--- src/rtl/inst_loader_pkg.sv ---
// Shared types and widths for the instruction-memory boot loader.
package inst_loader_pkg;

    localparam int INST_ADDR_W   = 11;
    localparam int INST_W        = 9;
    localparam int STREAM_BYTE_W = 8;
    localparam int LOAD_LEN_W    = 16;

    typedef enum logic [2:0] {
        S_IDLE,
        S_LEN_HI,
        S_LEN_LO,
        S_INST_HI,
        S_INST_LO,
        S_DONE,
        S_ERR
    } loader_state_t;

endpackage

--- src/rtl/inst_loader.sv ---
// Boot loader: assembles instructions from a byte stream and writes them into the instruction RAM.
//
// state     | meaning
// ----------+--------------------------------------------------
// S_IDLE    | waiting for start, stream not accepted
// S_LEN_HI  | expecting length[15:8]
// S_LEN_LO  | expecting length[7:0], length is validated here
// S_INST_HI | expecting instruction high byte (reserved bits checked)
// S_INST_LO | expecting instruction low byte, issues the RAM write
// S_DONE    | image written, start reloads
// S_ERR     | malformed stream, only Reset leaves
module inst_loader
    import inst_loader_pkg::*;
#(
    parameter int ADDR_W = INST_ADDR_W,
    parameter int INST_W = inst_loader_pkg::INST_W
) (
    input  logic                     Clk,
    input  logic                     Reset,
    input  logic                     start,
    input  logic [STREAM_BYTE_W-1:0] in_data,
    input  logic                     in_valid,
    output logic                     in_ready,
    output logic                     mem_we,
    output logic [ADDR_W-1:0]        mem_addr,
    output logic [INST_W-1:0]        mem_wdata,
    output logic                     busy,
    output logic                     done,
    output logic                     err,
    output logic [ADDR_W:0]          count
);

    localparam logic [LOAD_LEN_W:0] MAX_LEN = (LOAD_LEN_W+1)'(2**ADDR_W);

    loader_state_t         state_q, state_d;
    logic [LOAD_LEN_W-1:0] len_q, len_d;
    logic [INST_W-9:0]     hi_q, hi_d;
    logic [ADDR_W:0]       count_q, count_d;
    logic                  mem_we_q, mem_we_d;
    logic [ADDR_W-1:0]     mem_addr_q, mem_addr_d;
    logic [INST_W-1:0]     mem_wdata_q, mem_wdata_d;

    logic                  accept;
    logic [LOAD_LEN_W-1:0] new_len;
    logic [LOAD_LEN_W-1:0] written_next;

    always_ff @(posedge Clk) begin
        if (Reset) begin
            state_q     <= S_IDLE;
            len_q       <= '0;
            hi_q        <= '0;
            count_q     <= '0;
            mem_we_q    <= 1'b0;
            mem_addr_q  <= '0;
            mem_wdata_q <= '0;
        end else begin
            state_q     <= state_d;
            len_q       <= len_d;
            hi_q        <= hi_d;
            count_q     <= count_d;
            mem_we_q    <= mem_we_d;
            mem_addr_q  <= mem_addr_d;
            mem_wdata_q <= mem_wdata_d;
        end
    end

    assign in_ready = (state_q == S_LEN_HI) || (state_q == S_LEN_LO) ||
                      (state_q == S_INST_HI) || (state_q == S_INST_LO);
    assign accept       = in_valid && in_ready;
    assign new_len      = {len_q[LOAD_LEN_W-1:8], in_data};
    assign written_next = LOAD_LEN_W'(count_q) + LOAD_LEN_W'(1);

    always_comb begin
        state_d     = state_q;
        len_d       = len_q;
        hi_d        = hi_q;
        count_d     = count_q;
        mem_we_d    = 1'b0;
        mem_addr_d  = mem_addr_q;
        mem_wdata_d = mem_wdata_q;
        case (state_q)
            S_IDLE, S_DONE: begin
                if (start) begin
                    state_d    = S_LEN_HI;
                    count_d    = '0;
                    mem_addr_d = '0;
                end
            end
            S_LEN_HI: begin
                if (accept) begin
                    len_d[LOAD_LEN_W-1:8] = in_data;
                    state_d = S_LEN_LO;
                end
            end
            S_LEN_LO: begin
                if (accept) begin
                    len_d = new_len;
                    if (new_len == '0)
                        state_d = S_DONE;
                    else if ({1'b0, new_len} > MAX_LEN)
                        state_d = S_ERR;
                    else
                        state_d = S_INST_HI;
                end
            end
            S_INST_HI: begin
                if (accept) begin
                    // Bits above the instruction's top field are reserved and must be zero.
                    if ((in_data >> (INST_W-8)) != '0) begin
                        state_d = S_ERR;
                    end else begin
                        hi_d    = in_data[INST_W-9:0];
                        state_d = S_INST_LO;
                    end
                end
            end
            S_INST_LO: begin
                if (accept) begin
                    mem_we_d    = 1'b1;
                    mem_addr_d  = count_q[ADDR_W-1:0];
                    mem_wdata_d = {hi_q, in_data};
                    if (LOAD_LEN_W'(count_q) < len_q)
                        count_d = count_q + (ADDR_W+1)'(1);
                    state_d = (written_next >= len_q) ? S_DONE : S_INST_HI;
                end
            end
            S_ERR: ;
            default: state_d = S_IDLE;
        endcase
    end

    assign busy      = in_ready;
    // Holding done off while the final write is on the port keeps done behind the last commit.
    assign done      = (state_q == S_DONE) && !mem_we_q;
    assign err       = (state_q == S_ERR);
    assign count     = count_q;
    assign mem_we    = mem_we_q;
    assign mem_addr  = mem_addr_q;
    assign mem_wdata = mem_wdata_q;

endmodule

--- config.mk ---
export PLATFORM = sky130hd
export DESIGN_NAME = inst_loader
export DESIGN_NICKNAME = d
export VERILOG_FILES = /design/src/rtl/inst_loader_pkg.sv /design/src/rtl/inst_loader.sv
export SDC_FILE = /design/constraint.sdc
export NUM_CORES = 1
export LEC_CHECK = 0
export CORE_MARGIN = 4
export CORE_UTILIZATION = 50
export DETAILED_ROUTE_END_ITERATION = 8
export GPL_TIMING_DRIVEN = 0
export PLACE_DENSITY = 0.78
export SETUP_SLACK_MARGIN = 0.1
export SLEW_MARGIN = 30
export SYNTH_ARGS = -nofsm -noshare
export SYNTH_HDL_FRONTEND = slang
export SYNTH_SLANG_ARGS = --single-unit
--- constraint.sdc ---
create_clock -name Clk -period 6.4 [get_ports Clk]
set_clock_uncertainty 0.05 [all_clocks]
set_input_delay 1.28 -clock Clk [delete_from_list [all_inputs] [get_ports Clk]]
set_output_delay 1.28 -clock Clk [all_outputs]
set_load 0.05 [all_outputs]
* After elaboration in Yosys (flattened, before gate mapping)
Cells that the tools add are included.
** Word-level totals
- Output and inout bits :: 37
- RAM bits :: 0
- ROM bits :: 0
- Memories kept :: 0
- Latch bits :: 0
- Bits in registers :: 53
- Logic and storage cells :: 68
- Input port bits :: 12
** Cells by class
- Mux-type cells :: 20
- Eq/ne operators :: 12
- Divide/modulo/power cells :: 0
- Reductions and logical operators :: 19
- Shift operators :: 0
- Bitwise logic cells :: 4
- Add/sub/neg operators :: 2
- $mul :: 0
- $lt $le $gt $ge :: 3
** Operators by type and width (number)
- 12-bit two-way mux :: 3
- 3-bit two-way mux :: 8
- 12-bit case mux with 2 select lines :: 1
- 11-bit two-way mux :: 2
- 11-bit case mux with 2 select lines :: 1
- 3-bit case mux with 6 select lines :: 1
- 13-bit by 16-bit greater-or-equal comparator with 1-bit output :: 1
- 16-bit by 12-bit greater-than comparator with 1-bit output (second input constant) :: 1
- 16-bit zero test :: 1
- 12-bit by 16-bit less-than comparator with 1-bit output :: 1
- 8-bit case mux with 2 select lines :: 1
- 12-bit by 1-bit adder with 13-bit output (second input constant) :: 1
- 12-bit by 1-bit adder with 12-bit output (second input constant) :: 1
- 2-bit inequality test (second input constant) :: 5
- 3-bit equality test (second input constant) :: 3
- 3-bit AND reduction :: 3
- 8-bit two-way mux :: 1
- 8-bit nonzero test :: 1
- 3-bit by 2-bit equality test with 1-bit output (second input constant) :: 2
- 6-bit AND reduction :: 1
- 1-bit NOT :: 4
- 2-bit AND reduction :: 2
- 4-bit AND reduction :: 1
- 2-bit OR reduction :: 2
- other kinds (9) :: 12

* Longest topological paths before layout
- Word-level depth :: 7
- Gate-level depth with buffers :: 13
- Mapped depth without buffers :: 12

* Worst setup path after synthesis
No wires, ideal clock.
- Path type :: register to register
- From :: register count_q[0] (netlist: count[0])
- To :: register state_q[1]
- Period minus slack after synthesis :: 3.391 ns
- Stages on the path, launching flop included :: 14
- Buffers on the path :: 1
- Path slack :: 3.009 ns
- Setup time :: 0.078 ns
- Data arrival time :: 3.263 ns
- Required time :: 6.272 ns
- Cell sequence :: dfxtp_1 > ha_1 > nand3_1 > or2_1 > clkbuf_1 > nor2b_1 > and3_1 > ha_1 > and3_1 > a221o_1 > a22oi_1 > nand3_1 > and4b_1 > nor3_1
** Between the ends
- Cells in the longest elaborated chain, start to end :: 5
** Ends and longest elaborated chain
- start: declaration :: RTL line inst_loader.sv:38 : logic [ADDR_W:0] count_q, count_d;
- start signal: assignment :: RTL line inst_loader.sv:60 : count_q <= count_d;
- 12-bit by 1-bit adder with 13-bit output :: RTL line inst_loader.sv:71 : assign written_next = LOAD_LEN_W'(count_q) + LOAD_LEN_W'(1);
- 13-bit by 16-bit greater-or-equal comparator with 1-bit output :: RTL line inst_loader.sv:124 : state_d = (written_next >= len_q) ? S_DONE : S_INST_HI;
- 3-bit two-way mux :: RTL line inst_loader.sv:124
- 3-bit two-way mux :: RTL line inst_loader.sv:118 : if (accept) begin
- 3-bit case mux with 6 select lines :: RTL line inst_loader.sv:81 : case (state_q)
- end signal: assignment :: RTL line inst_loader.sv:57 : state_q <= state_d;
- end: declaration :: RTL line inst_loader.sv:35 : loader_state_t state_q, state_d;
No other way between the ends. The select of a mux whose other input is x is not followed.
A chain may end at the register's enable or synchronous reset.

* Worst setup path in the final report
- From :: register state_q[0]
- To :: output port in_ready
** Between the ends
- Cells in the longest elaborated chain, start to end :: 4
- Elaborated cells between the ends (all ways) :: 7
- Those cells by class :: eq/ne (4); reduce/logical (3)
** Ends and longest elaborated chain
- 3-bit by 1-bit equality test with 1-bit output or 3-bit by 2-bit equality test with 1-bit output (tied branches) :: RTL line inst_loader.sv:67 : assign in_ready = (state_q == S_LEN_HI) || (state_q == S_LEN_LO) ||
- 1-bit logical OR (2 in a row) :: RTL line inst_loader.sv:67
- 1-bit logical OR * :: RTL line inst_loader.sv:68 : (state_q == S_INST_HI) || (state_q == S_INST_LO);
- end: declaration :: RTL line inst_loader.sv:23 : output logic in_ready,
Every way passes the cells marked *; elsewhere a longest branch is shown, timed or not.

==> results.ini <==
[run_status]
status = completed

[timing]
fmax_ghz = 0.2685
setup-violations-final = 0
slew_viol_final = 0
holdWs_ps = 405.1
tightestPinTransition_ps = 870.5
min_period_over_period = 0.5820
final_hold_viol_count = 0
finalSetupTns_ps = 0
grt_setup_unrepaired = no
timing.final.ws_setup_ps = 2675
finalCriticalPeriod_ps = 3725
max_slew_margin = 0.4152

[logic_synthesis]
synth_top_area_share = 0.3504
synthArstFlopShare = 0
ys_warn_count = 0
yosysUniqueCellTypes = 48
synth_area_per_cell_sq_um = 7.824
synth_edf_count = 0
syn-num-nets = 425
ys.flop_type = dfxtp_1
synth.most_common_cell = nand2_1
synth-seq-cells = 53
ys_seq_area_frac = 0.3504
syn-cell-area_sq_um = 3028
synth_top_cells_by_count = 80 x nand2_1, 53 x dfxtp_1, 49 x a21oi_1, 26 x ha_1, 23 x nand3_1
yosysTopAreaCell = dfxtp_1
yosys-top-cells-area = dfxtp_1 35%, ha_1 11%, nand2_1 9.9%
synth_cells = 387

[floorplan]
rows = 28
die_w_microns = 85.82
core_sq_um = 5886
die_area_sq_um = 7365
fp.dieH_microns = 85.82
start_util = 0.5145
ioPinCount = 49

[clock_network]
cts_sinks = 53
hold_buffers = 0
post_cts_resized = 0
numCtsBuffers = 5
htreeDepth = 2
post_cts_buffers = 0
clockBufferDepth = 2
cts_root_buf = clkbuf_8
clock_latency_ps = 310
path_clk_slew_ps = 100
cts_tree = yes

[pwr]
powerDensity_nw_per_um2 = 262.6
leakage_uw = 0.001368
vdd_drop_max_mv = 0.3785

[detailed_routing]
route.detailed.drc = 0
num_vias = 2845
drt_first_pass_iters = 4
routed_via_density = 5.503
drt_iter0_markers = 144
wl_per_cell_microns = 14.57
drt_wl_total_microns = 7535
antenna_left = 0

[global_route]
grt_max_degree = 18
grt_pass1_vias = 2644
grtUsageTotal = 0.2144
antenna_found_initial = 0
grt_pass1_wl_microns = 12840
gr-total-overflow = 0

[placed_design]
dp_cells = 509
hpwl_microns = 5802
port-buffer-count = 47
gp_congestion = 0.9127
pre_cts_ws_ps = 2984

[finish]
syn_to_final_growth_pct = 21.65
nFillCells = 565
fin_nets = 479
diodes = 0
fin_util = 0.6259
drive_gt1_frac = 0.04977
fin_cells = 517

[setup_path]
start_kind = flip-flop
critical_path.endpoint_type = output pin
cp_data_arrival_time_ps = 2390
critPathKind = flip-flop to output pin
crit_required_ps = 5070
cp_max_fo = 10

[run]
drv_cap = 0

[worst_hold_path]
hp-class = flip-flop to flip-flop

## metal layers
metal	wire, microns	track usage
met1	3647	0.2961
met2	3568	0.3630
met3	272	0.02978
met4	47	0.03309
met5	0	0
## registers in the layout (all words and copies together), names as in the netlist
register,count
count,12
mem_addr,11
hi_q,1
mem_we,1
state_q,3
mem_wdata,9
len_q,16
## metrics by stage
step / instance area (sq um) / power (uW)
2_1_floorplan: 3028 / 665.6
3_3_place_gp: 3592 / 768.5
3_5_place_dp: 3592 / 774.5
4_1_cts: 3684 / 966.7
5_1_grt: 3684 / 1023
6_report: 3684 / 967.4
## cell type report
type | instances | area, sq um | share of cell area
clock buffers | 5 | 68.82 | 0.01868
well taps | 75 | 93.84 | 0.02548
clock inverters | 3 | 22.52 | 0.006114
multi-input cells | 296 | 1814 | 0.4925
plain buffers | 20 | 85.08 | 0.02310
repair buffers | 47 | 470.5 | 0.1277
flip-flops and latches | 53 | 1061 | 0.2880
inverters | 18 | 67.56 | 0.01834
## cells in the final DEF (no fill, tap or decap), types with 12 or more instances in the layout
cell and count:
a21oi_1 49, clkbuf_1 12, clkdlybuf4s50_1 47, dfxtp_1 53
ha_1 26, inv_1 18, nand2_1 80, nand3_1 23
nor2_1 12, o21ai_1 13
## worst max-delay path: stages (launching register included)
cell and delay, ps:
dfxtp_1 320, buf_2 180, buf_1 370, nor2_1 110, xnor2_1 190, buf_4 130, clkdlybuf4s50_1 780
## cell families (layout without fill, tap and decap cells)
logic type      count (synthesis)  after routing  share of synthesized area
mux                             3              3                    0.01033
compound gates                 94             94                     0.1818
fa+ha+maj                      26             26                     0.1074
simple gates                  161            161                     0.2649
xor+xnor                       12             12                    0.03471
buf+inv                        38             93                    0.05041
flops                          53             53                     0.3504
## path summary, 6_finish.rpt
path                            slack, ps                      from                        to  cells after the start
worst max-delay path                 2680   state_q[0]$_SDFFE_PP0P_                  in_ready                      6
worst min-delay path                  410  mem_addr[2]$_SDFFE_PP0P_  mem_addr[2]$_SDFFE_PP0P_                      2
worst max register to register       2950     count[0]$_SDFFE_PP0P_   state_q[1]$_SDFFE_PP0P_                     13
worst min register to register        410  mem_addr[2]$_SDFFE_PP0P_  mem_addr[2]$_SDFFE_PP0P_                      2
## where the power goes
| group | internal [uW] | total, uW | switching [uW] |
|---|---|---|---|
| registers | 352 | 366 | 13.9 |
| logic | 140 | 406 | 266 |
| clock network | 78.0 | 196 | 118 |
No activity file was read; power rests on OpenSTA's default activity.
